### config.mk
export PLATFORM = sky130hd
export DESIGN_NAME = election_house_array_flat
export DESIGN_NICKNAME = d
export VERILOG_FILES = /design/src/rtl/election_house_array_if.sv /design/src/rtl/election_house_array.sv /design/src/flat_wrapper.sv
export SDC_FILE = /design/constraint.sdc
export NUM_CORES = 1
export LEC_CHECK = 0
export BUFFER_PORTS_ARGS = -buffer_cell sky130_fd_sc_hd__buf_4
export CAP_MARGIN = 25
export CORE_AREA = 2 2 166 136
export DETAILED_ROUTE_END_ITERATION = 10
export DIE_AREA = 0 0 168 138
export PLACE_DENSITY = 0.68
export SETUP_SLACK_MARGIN = 0.2
export SLEW_MARGIN = 20
export SYNTH_ARGS = -nofsm -noshare
export SYNTH_HDL_FRONTEND = slang
export SYNTH_SLANG_ARGS = --single-unit
### constraint.sdc
create_clock -name clk -period 2.9 [get_ports clk]
set_clock_uncertainty 0.2 [all_clocks]
set_input_delay 0.725 -clock clk [delete_from_list [all_inputs] [get_ports clk]]
set_output_delay 0.725 -clock clk [all_outputs]
set_load 0.02 [all_outputs]
### src/rtl/election_house_array_if.sv
// Per-house vote handshake: vote requests in, acknowledge pulses and cooldown status out.
interface election_house_array_if #(
  parameter int NUM_HOUSES = 4
);
  logic [NUM_HOUSES-1:0] vote;
  logic [NUM_HOUSES-1:0] voteAccepted;
  logic [NUM_HOUSES-1:0] coolingDown;

  modport master (output vote, input voteAccepted, input coolingDown);
  modport slave  (input vote, output voteAccepted, output coolingDown);
endinterface

### src/rtl/election_house_array.sv
// Election-house tile renderer with per-house vote cooldown and end-of-cooldown blink.
// Drawing outputs are one cycle behind pixelX/pixelY; the lowest-index house wins overlaps.
module election_house_array #(
  parameter int                      NUM_HOUSES      = 4,
  parameter int                      TILE_SIZE       = 32,
  parameter logic [8*NUM_HOUSES-1:0] HOUSE_IDX_X     = 32'h090F0309,
  parameter logic [8*NUM_HOUSES-1:0] HOUSE_IDX_Y     = 32'h01070707,
  parameter int                      COOLDOWN_FRAMES = 120,
  parameter int                      WARN_FRAMES     = 30,
  parameter int                      BLINK_PERIOD    = 8,
  parameter int                      CORNER          = 5,
  parameter int                      CENTER_LO       = 10,
  parameter int                      CENTER_HI       = 20,
  parameter logic [7:0]              COLOR_BODY      = 8'hF0,
  parameter logic [7:0]              COLOR_ACCENT    = 8'h00
) (
  input  logic                         clk,
  input  logic                         resetN,
  input  logic [10:0]                  pixelX,
  input  logic [10:0]                  pixelY,
  input  logic [10:0]                  matrixTopLeftX,
  input  logic [10:0]                  matrixTopLeftY,
  input  logic                         startOfFrame,
  election_house_array_if.slave        vote_bus,
  output logic                         drawingRequest,
  output logic [2:0]                   houseIndex,
  output logic [10:0]                  offsetX,
  output logic [10:0]                  offsetY,
  output logic [7:0]                   RGBout
);

  localparam int CNT_W = $clog2(COOLDOWN_FRAMES + 1);
  localparam int BLK_W = $clog2(BLINK_PERIOD + 1);

  localparam logic [12:0] TILE13  = 13'(TILE_SIZE);
  localparam logic [13:0] TILE14  = 14'(TILE_SIZE);
  localparam logic [10:0] C_LO    = 11'(CENTER_LO);
  localparam logic [10:0] C_HI    = 11'(CENTER_HI);
  localparam logic [10:0] CRN_LO  = 11'(CORNER);
  localparam logic [10:0] CRN_HI  = 11'(TILE_SIZE - CORNER);

  typedef enum logic {READY, COOLDOWN} state_t;

  state_t                 state     [NUM_HOUSES];
  logic [CNT_W-1:0]       cnt       [NUM_HOUSES];
  logic [BLK_W-1:0]       blink_cnt [NUM_HOUSES];
  logic [NUM_HOUSES-1:0]  blink_phase;

  function automatic logic in_band(input logic [10:0] o);
    return (o < CRN_LO) || (o >= CRN_HI);
  endfunction

  function automatic logic is_accent(input logic [10:0] ox, input logic [10:0] oy);
    logic center;
    center = (ox > C_LO) && (ox < C_HI) && (oy > C_LO) && (oy < C_HI);
    return center || (in_band(ox) && in_band(oy));
  endfunction

  // Cooldown FSMs: blink frames are counted once the decremented count is inside the warning window
  always_ff @(posedge clk or negedge resetN) begin
    if (!resetN) begin
      for (int i = 0; i < NUM_HOUSES; i++) begin
        state[i]     <= READY;
        cnt[i]       <= '0;
        blink_cnt[i] <= '0;
      end
      blink_phase           <= '0;
      vote_bus.voteAccepted <= '0;
      vote_bus.coolingDown  <= '0;
    end else begin
      for (int i = 0; i < NUM_HOUSES; i++) begin
        vote_bus.voteAccepted[i] <= 1'b0;
        case (state[i])
          READY: begin
            if (vote_bus.vote[i]) begin
              state[i]                 <= COOLDOWN;
              cnt[i]                   <= CNT_W'(COOLDOWN_FRAMES);
              blink_cnt[i]             <= '0;
              blink_phase[i]           <= 1'b0;
              vote_bus.voteAccepted[i] <= 1'b1;
              vote_bus.coolingDown[i]  <= 1'b1;
            end
          end
          COOLDOWN: begin
            if (startOfFrame) begin
              if (cnt[i] == CNT_W'(1)) begin
                state[i]                <= READY;
                cnt[i]                  <= '0;
                blink_cnt[i]            <= '0;
                blink_phase[i]          <= 1'b0;
                vote_bus.coolingDown[i] <= 1'b0;
              end else begin
                cnt[i] <= cnt[i] - CNT_W'(1);
                if ((int'(cnt[i]) - 1) <= WARN_FRAMES) begin
                  if (blink_cnt[i] == BLK_W'(BLINK_PERIOD - 1)) begin
                    blink_cnt[i]   <= '0;
                    blink_phase[i] <= ~blink_phase[i];
                  end else begin
                    blink_cnt[i] <= blink_cnt[i] + BLK_W'(1);
                  end
                end
              end
            end
          end
          default: state[i] <= READY;
        endcase
      end
    end
  end

  // Stage p0: hit test and pattern lookup on the current pixel
  logic [12:0] px13, py13, tl_x, tl_y;
  logic        hit_p0, accent_sel_p0;
  logic [2:0]  idx_p0;
  logic [10:0] ox_p0, oy_p0;

  assign px13 = 13'(pixelX);
  assign py13 = 13'(pixelY);

  always_comb begin
    hit_p0        = 1'b0;
    idx_p0        = '0;
    ox_p0         = '0;
    oy_p0         = '0;
    accent_sel_p0 = 1'b0;
    tl_x          = '0;
    tl_y          = '0;
    // Descending scan so the lowest covering index is the last one written
    for (int i = NUM_HOUSES - 1; i >= 0; i--) begin
      tl_x = 13'(HOUSE_IDX_X[8*i +: 8]) * TILE13 + 13'(matrixTopLeftX);
      tl_y = 13'(HOUSE_IDX_Y[8*i +: 8]) * TILE13 + 13'(matrixTopLeftY);
      if ((px13 >= tl_x) && ({1'b0, px13} < ({1'b0, tl_x} + TILE14)) &&
          (py13 >= tl_y) && ({1'b0, py13} < ({1'b0, tl_y} + TILE14))) begin
        hit_p0        = 1'b1;
        idx_p0        = 3'(i);
        ox_p0         = 11'(px13 - tl_x);
        oy_p0         = 11'(py13 - tl_y);
        accent_sel_p0 = is_accent(11'(px13 - tl_x), 11'(py13 - tl_y)) ^
                        ((state[i] == COOLDOWN) && !blink_phase[i]);
      end
    end
  end

  // Stage p1: registered drawing outputs; houseIndex keeps its last value on a miss
  always_ff @(posedge clk or negedge resetN) begin
    if (!resetN) begin
      drawingRequest <= 1'b0;
      houseIndex     <= '0;
      offsetX        <= '0;
      offsetY        <= '0;
      RGBout         <= 8'hFF;
    end else begin
      drawingRequest <= hit_p0;
      if (hit_p0) begin
        houseIndex <= idx_p0;
        offsetX    <= ox_p0;
        offsetY    <= oy_p0;
        RGBout     <= accent_sel_p0 ? COLOR_ACCENT : COLOR_BODY;
      end else begin
        offsetX <= '0;
        offsetY <= '0;
        RGBout  <= 8'hFF;
      end
    end
  end

endmodule
### src/flat_wrapper.sv
// flat-port wrapper written by rule: the top's interface ports become plain ports
module election_house_array_flat 
#(
  parameter int                      NUM_HOUSES      = 4,
  parameter int                      TILE_SIZE       = 32,
  parameter logic [8*NUM_HOUSES-1:0] HOUSE_IDX_X     = 32'h090F0309,
  parameter logic [8*NUM_HOUSES-1:0] HOUSE_IDX_Y     = 32'h01070707,
  parameter int                      COOLDOWN_FRAMES = 120,
  parameter int                      WARN_FRAMES     = 30,
  parameter int                      BLINK_PERIOD    = 8,
  parameter int                      CORNER          = 5,
  parameter int                      CENTER_LO       = 10,
  parameter int                      CENTER_HI       = 20,
  parameter logic [7:0]              COLOR_BODY      = 8'hF0,
  parameter logic [7:0]              COLOR_ACCENT    = 8'h00
)
  (clk, resetN, pixelX, pixelY, matrixTopLeftX, matrixTopLeftY, startOfFrame, drawingRequest, houseIndex, offsetX, offsetY, RGBout, vote_bus_vote, vote_bus_voteAccepted, vote_bus_coolingDown);
  election_house_array_if #(.NUM_HOUSES(NUM_HOUSES)) vote_bus_i ();
  input  logic clk;
  input  logic resetN;
  input  logic [10:0] pixelX;
  input  logic [10:0] pixelY;
  input  logic [10:0] matrixTopLeftX;
  input  logic [10:0] matrixTopLeftY;
  input  logic startOfFrame;
  output logic drawingRequest;
  output logic [2:0] houseIndex;
  output logic [10:0] offsetX;
  output logic [10:0] offsetY;
  output logic [7:0] RGBout;
  input wire logic [$bits(vote_bus_i.vote)-1:0] vote_bus_vote;
  output wire logic [$bits(vote_bus_i.voteAccepted)-1:0] vote_bus_voteAccepted;
  output wire logic [$bits(vote_bus_i.coolingDown)-1:0] vote_bus_coolingDown;
  assign vote_bus_i.vote = vote_bus_vote;
  assign vote_bus_voteAccepted = vote_bus_i.voteAccepted;
  assign vote_bus_coolingDown = vote_bus_i.coolingDown;
  election_house_array #(.NUM_HOUSES(NUM_HOUSES), .TILE_SIZE(TILE_SIZE), .HOUSE_IDX_X(HOUSE_IDX_X), .HOUSE_IDX_Y(HOUSE_IDX_Y), .COOLDOWN_FRAMES(COOLDOWN_FRAMES), .WARN_FRAMES(WARN_FRAMES), .BLINK_PERIOD(BLINK_PERIOD), .CORNER(CORNER), .CENTER_LO(CENTER_LO), .CENTER_HI(CENTER_HI), .COLOR_BODY(COLOR_BODY), .COLOR_ACCENT(COLOR_ACCENT)) u_core (.clk(clk), .resetN(resetN), .pixelX(pixelX), .pixelY(pixelY), .matrixTopLeftX(matrixTopLeftX), .matrixTopLeftY(matrixTopLeftY), .startOfFrame(startOfFrame), .vote_bus(vote_bus_i), .drawingRequest(drawingRequest), .houseIndex(houseIndex), .offsetX(offsetX), .offsetY(offsetY), .RGBout(RGBout));
endmodule
==> results by group, run 1 <==
Cells and area
  – Non-Filler Instances: 1674
  – Final Net Count: 1529
  – Fill count: 1909
  – Share of cells above drive strength 1: 37.3%
  – Post-layout util: 57.5%
  – Area growth syn-to-layout: 47.7%
  – Register Area: 0.00218 mm2
  – Multi-input gate area: 0.00645 mm2
  – ANT cells: 0

Drt
  – Iteration-0 DRC Markers: 736
  – Drt pass-1 iters: 5
  – Wire length on met2: 12100 um
  – DR WL met3: 1160 um
  – Drt via density: 5.45
  – DR WL/cell: 15.4 um
  – Vias post-DR: 9115
  – Antenna viol nets, final: 0
  – DR top layer: met4
  – WL final: 25800 um
  – # DRC: 0
  – Wl on met1: 12200 um

GRT
  – Gr ovfl total: 0
  – Antenna violations before repair: 0
  – Largest net degree at the start of global routing: 41
  – GRT Resource Usage Total: 21.4%
  – First-pass GRT wire length: 41300 um
  – Vias in the first global route: 8598

Clocking
  – Max clock buf depth: 2
  – Hold Buf Count CTS: 0
  – Clk slew on worst S/H paths: 70 ps
  – Clock Sinks: 87
  – CTS tree: done
  – H-Tree Depth: 3
  – Clock latency on the worst-skew pair: 340 ps
  – Root Driver: clkbuf_16
  – TritonCTS Buffers: 9

STA
  – Hold Fails Final Rpt: 0
  – Unrepaired setup endpoints after global routing: true
  – Slew HR: 64.7%
  – Post-route minimum period: 3980 ps
  – Hold_ws: 150 ps
  – Fmax: 251 MHz
  – Fin crit share: 137%
  – Final WS setup: -1080 ps
  – Final total negative setup slack: -24640 ps
  – # setup viols final: 27
  – Worst-Margin Slew: 529 ps
  – Pins Over Slew Limit: 0

Floorplan
  – Die Ht: 138 um
  – Core box area: 0.0218 mm2
  – Io pins: 93
  – Die span in x: 168 um
  – Initial Util: 38.9%
  – FP Rows: 49
  – Die Footprint: 0.0232 mm2

Synth
  – Part of the Yosys area used for sequential elements: 25.7%
  – Syn_nets: 1175
  – Syn_area_per_cell: 8.19 um2
  – EDFF count, synth: 0
  – Synth Instances: 1035
  – Ys async rst share: 100%
  – Synth cell count leaders: ha_1, dfrtp_1, nor2_1
  – Area fraction of the dominant cell type after synthesis: 25.1%
  – Synth area leader: dfrtp_1
  – Flops & latches, synth: 87
  – Prevailing post-synth register cell: dfrtp_1
  – Synth warn: 0
  – Synth cell types: 89
  – Top cells by area, synth: dfrtp_1, ha_1, o21ai_0, nor2_1, a21oi_1
  – Synthesized cell area: 0.00847 mm2
  – Top-count cell post-synth: ha_1

Place
  – Detailed placer's ending HPWL: 19600 um
  – Placed insts: 1622
  – Gpl congestion: 0.870
  – Port-buffer cells: 91

Setup path
  – CP Class: in -> reg
  – Startpoint types: input port
  – Critical Path End Type: register
  – Arr. time, crit path: 4040 ps
  – Reg2reg path depth: 12
  – Critical Path Fanout Max: 5
  – Worst endpoint required time: 2960 ps

Run status
  – Status: finished, violations left
  – Violated checks: setup timing

Power and ir drop
  – Power after layout: 0.00720 W
  – Pwr/cell area: 576 mW/mm2
  – Leakage dissipation: 5.84 nW
  – Worst vdd ir: 305 uV

Run
  – MaxCap Viol Count: 0

Hold path
  – Worst hold path type: in -> async
[flip-flops by register name (all words and copies together) (netlist names)]
signal,cells
u_core.cnt,28
u_core.blink_cnt,16
u_core.offsetX,11
u_core.offsetY,11
u_core.blink_phase,4
u_core.state,4
u_core.vote_bus.coolingDown,4
u_core.vote_bus.voteAccepted,4
u_core.RGBout,2
u_core.houseIndex,2
u_core.drawingRequest,1
[cells by family (layout without fill, tap and decap cells)]
logic type	count (synthesis)	after routing	synth area share (%)
compound gates	298	298	24.0
xor+xnor	67	67	6.92
fa+ha+maj	90	90	13.4
buf+inv	100	458	4.98
flops	87	87	25.7
mux	13	13	1.61
other cells	1	1	0.0443
simple gates	379	380	23.3
[worst max-delay path, cell delays in order]
cell and delay, ps:
buf_4 120, inv_4 50, ha_4 130, inv_2 30, fa_2 340, a21o_1 210, a2111oi_4 330, buf_6 190
buf_4 110, buf_4 130, o21bai_1 60, a21oi_1 210, xnor2_1 140, nor4_1 460, buf_4 200, nand3b_1 80
a21bo_2 230, mux2i_1 170, o211ai_2 110
[layer usage]
metal / vias to the layer above / global-route usage, %
met3: 29 / 3.15
met4: 0 / 4.81
met2: 224 / 34.6
met1: 4352 / 30.2
met5: - / 0
li1: 4510 / -
[path summary, 6_finish.rpt]
path	startpoint	to	slack, ps
setup / recovery	pixelX[0]	u_core.RGBout[6]	-1080
hold / removal	resetN	u_core.cnt[13]	150
setup reg to reg	u_core.cnt[14]	u_core.blink_phase[1]	190
hold reg to reg	u_core.vote_bus.coolingDown[3]	u_core.vote_bus.coolingDown[3]	280
max in group asynchronous	resetN	u_core.houseIndex[0]	1700
min in group clk	u_core.vote_bus.coolingDown[3]	u_core.vote_bus.coolingDown[3]	280
[power by group]
| part | internal (W) | switching (W) | leakage [nW] |
|---|---|---|---|
| registers | 0.00161 | 0.000431 | 1.07 |
| clock network | 0.000681 | 0.000512 | 0.146 |
| logic | 0.00196 | 0.00201 | 4.62 |
| total | 0.00425 | 0.00295 | 5.84 |
[cell type report]
class                           instances  share of cell area, %
Multi-Input combinational cell        849                   51.6
Tap cell                              280                   2.80
Clock buffer                           10                   1.83
Clock inverter                          6                  0.640
Inverter                               60                   1.90
Sequential cell                        87                   17.4
Timing Repair Buffer                  382                   23.8
[placed cells by master, fill, tap and decap left out, types with 7 or more instances in the layout]
cell type  count
buf_4        364
dfrtp_1       82
nand2_1       78
nor2_1        72
ha_1          72
o21ai_0       59
a21oi_1       54
inv_1         50
nand3_1       37
xnor2_1       31
xor2_1        28
nor3_1        24
nand2b_1      23
nor2b_1       20
o31ai_1       19
a21o_1        14
a31oi_1       14
o21a_1        13
o21ai_1       11
buf_6         11
nand4_1       10
ha_4          10
nor3b_1        9
or4_1          9
and2_1         9
a211oi_1       9
or3_1          9
clkbuf_16      9
and3_1         8
nor4_1         8
o211ai_1       8
nor2_4         8
mux2i_1        8
a21oi_2        7
nand3b_1       7
[timing repair]
item                                    CTS  global route
setup buffers                            16            19
pin swaps                                44            42
gates cloned                              1             0
endpoints found under the setup margin   30            42
gates resized for setup                  51            69
[stage by stage]
step / setup WS [ps] / area, um2
2_1_floorplan: -1220 / 8630
3_3_place_gp: -1310 / 11400
3_5_place_dp: -1410 / 11400
4_1_cts: -920 / 12100
5_1_grt: -1180 / 12500
6_report: -1080 / 12500
(Power assumes the default switching activity.)
==> inputs of run 2 (changes only) <==
Settings changed: CTS_CLUSTER_DIAMETER set to 30, GPL_ROUTABILITY_DRIVEN set to 0, REMOVE_ABC_BUFFERS set to 1.
==> results by group, run 2 (synthesized netlist as in run 1, its figures left out) <==
STA
  – Fmax: 267 MHz (was 251 MHz)
  – Post-route minimum period: 3750 ps (was 3980 ps)
  – Hold Fails Final Rpt: 0 (unchanged)
  – Unrepaired setup endpoints after global routing: true (unchanged)
  – Slew HR: 52.9% (was 64.7%)
  – Fin crit share: 129% (was 137%)
  – Pins Over Slew Limit: 0 (unchanged)
  – Final total negative setup slack: -19120 ps (was -24640 ps)
  – Final WS setup: -845 ps (was -1080 ps)
  – Worst-Margin Slew: 704 ps (was 529 ps)
  – # setup viols final: 27 (unchanged)

GRT
  – Largest net degree at the start of global routing: 40 (was 41)
  – Gr ovfl total: 0 (unchanged)
  – GRT Resource Usage Total: 21.2% (was 21.4%)
  – First-pass GRT wire length: 41000 um (was 41300 um)
  – Antenna violations before repair: 0 (unchanged)
  – Vias in the first global route: 8465 (was 8598)

Clocking
  – Max clock buf depth: 2 (unchanged)
  – CTS tree: done (unchanged)
  – TritonCTS Buffers: 9 (unchanged)
  – H-Tree Depth: 3 (unchanged)
  – Root Driver: clkbuf_16 (unchanged)
  – Clk slew on worst S/H paths: 60 ps (was 70 ps)
  – Clock Sinks: 87 (unchanged)
  – Clock latency on the worst-skew pair: 340 ps (about the same)

Floorplan
  – Core box area: 0.0218 mm2 (unchanged)
  – Die Ht: 138 um (unchanged)
  – Die Footprint: 0.0232 mm2 (unchanged)
  – Io pins: 93 (unchanged)
  – FP Rows: 49 (unchanged)
  – Die span in x: 168 um (unchanged)
  – Initial Util: 38.9% (unchanged)

Drt
  – Vias post-DR: 9099 (was 9115)
  – Drt via density: 5.50 (was 5.45)
  – Antenna viol nets, final: 0 (unchanged)
  – Iteration-0 DRC Markers: 574 (was 736)
  – WL final: 26100 um (was 25800 um)
  – Drt pass-1 iters: 5 (unchanged)
  – DR WL/cell: 15.8 um (was 15.4 um)
  – # DRC: 0 (unchanged)

Setup path
  – Worst endpoint required time: 2970 ps (was 2960 ps)
  – Arr. time, crit path: 3820 ps (was 4040 ps)
  – Critical Path Fanout Max: 7 (was 5)
  – Slowest CP cell: fa_2 (was nor4_1)
  – Crit path largest cell delay: 330 ps (was 460 ps)
  – Critical Path End Type: register (unchanged)
  – CP Class: in -> reg (unchanged)
  – Startpoint types: input port (unchanged)
  – Critical path cell sequence: buf_6 > inv_4 > ha_4 > inv_2 > fa_2 > a21o_1 > a2111oi_4 > buf_6 > o221ai_2 > a211oi_2 > xor2_1 > nand3_1 > o211ai_1 > a2111oi_4 > a211o_1 > o211ai_2 (was buf_4 > inv_4 > ha_4 > inv_2 > fa_2 > a21o_1 > a2111oi_4 > buf_6 > buf_4 > buf_4 > o21bai_1 > a21oi_1 > xnor2_1 > nor4_1 > buf_4 > nand3b_1 > a21bo_2 > mux2i_1 > o211ai_2)

Run
  – MaxCap Viol Count: 0 (unchanged)

Place
  – Port-buffer cells: 91 (unchanged)
  – Detailed placer's ending HPWL: 19400 um (was 19600 um)
  – Setup WS pre-CTS: -1460 ps (was -1410 ps)

Cells and area
  – Multi-input gate area: 0.00661 mm2 (was 0.00645 mm2)
  – ANT cells: 0 (unchanged)
  – Commonest cells after routing, fill and taps aside: buf_4, dfrtp_1, nand2_1, ha_1, nor2_1 (was buf_4, dfrtp_1, nand2_1, nor2_1, ha_1)
  – Final Net Count: 1511 (was 1529)
  – Share of cells above drive strength 1: 38.5% (was 37.3%)
  – Largest register FFs: 28 (unchanged)
  – Largest regs: u_core.cnt (28), u_core.blink_cnt (16) (unchanged)
  – Fill count: 1869 (was 1909)
  – Largest Register: u_core.cnt (unchanged)
  – Register Area: 0.00218 mm2 (about the same)
  – Area growth syn-to-layout: 48.7% (was 47.7%)
  – Commonest non-fill, non-tap cell in the layout: buf_4 (unchanged)

Run status
  – Status: finished, violations left (unchanged)
  – Violated checks: setup timing (unchanged)

Hold path
  – Worst hold path type: in -> async (unchanged)

Power and ir drop
  – Leakage dissipation: 5.83 nW (was 5.84 nW)
  – Worst vdd ir: 302 uV (was 305 uV)
  – Pwr/cell area: 595 mW/mm2 (was 576 mW/mm2)
## run 2: per-layer routing
metal | track usage [%] | vias up | wire length, um
li1 | - | 4474 | -
met5 | 0 | - | 0
met4 | 4.21 | 0 | 276
met1 | 30.8 | 4346 | 12300
met3 | 2.66 | 29 | 1210
met2 | 34.0 | 250 | 12300
## run 2: final timing paths
| kind | startpoint | end | slack (ps) | depth (start not counted) |
|---|---|---|---|---|
| min in group clk | u_core.vote_bus.coolingDown[3] | u_core.vote_bus.coolingDown[3] | 290 | 2 |
| max in group asynchronous | resetN | u_core.RGBout[3] | 1710 | 2 |
| max | pixelX[0] | u_core.RGBout[6] | -850 | 16 |
| min reg2reg | u_core.vote_bus.coolingDown[3] | u_core.vote_bus.coolingDown[3] | 290 | 2 |
| max reg2reg | u_core.cnt[3] | u_core.blink_phase[3] | 150 | 10 |
| min | resetN | u_core.vote_bus.coolingDown[1] | 110 | 1 |
## run 2: report_power, final
| group | leakage (nW) | switching, W | internal [W] | total (W) |
|---|---|---|---|---|
| combinational | 4.59 | 0.00207 | 0.00205 | 0.00412 |
| clock | 0.166 | 0.000481 | 0.000837 | 0.00132 |
| sequential | 1.07 | 0.000451 | 0.00161 | 0.00206 |
## run 2: worst max-delay path: cells and delay by family
family,cells,cell delay (ps)
AO/OA/AOI/OAI,8,1790
XOR/XNOR,1,310
adder cells (fa/ha/maj),2,460
AND/OR/NAND/NOR,1,170
buffers and inverters,4,350
## run 2: final cells by class
class / instances / share of cell area, %
tap: 280 / 2.78
clock buffer: 9 / 1.79
multi-input combinational: 848 / 52.5
clock inverter: 6 / 0.864
timing repair buffer: 365 / 22.8
sequential: 87 / 17.3
inverter: 60 / 1.93
## run 2: per-stage QoR
stage                     hold WS [ps]  utilization (%)  instance area (um2)  cells  total power (W)
after global routing               121             57.9                12600   1655          0.00802
after detailed placement           283             51.2                11200   1608          0.00542
after floorplan                    229                -                 8280    995          0.00394
after global placement             265             51.2                11200   1608          0.00534
after CTS                          112             55.1                12000   1641          0.00700
final                              110             57.9                12600   1655          0.00750
## run 2: what timing repair did
| action | CTS | global route |
|---|---|---|
| setup buffers | 18 | 13 |
| cloned | 0 | 1 |
| resized for setup | 92 | 108 |
| endpoints found under the setup margin | 37 | 43 |
| pin swaps | 26 | 36 |
| hold buffers | 0 | 0 |
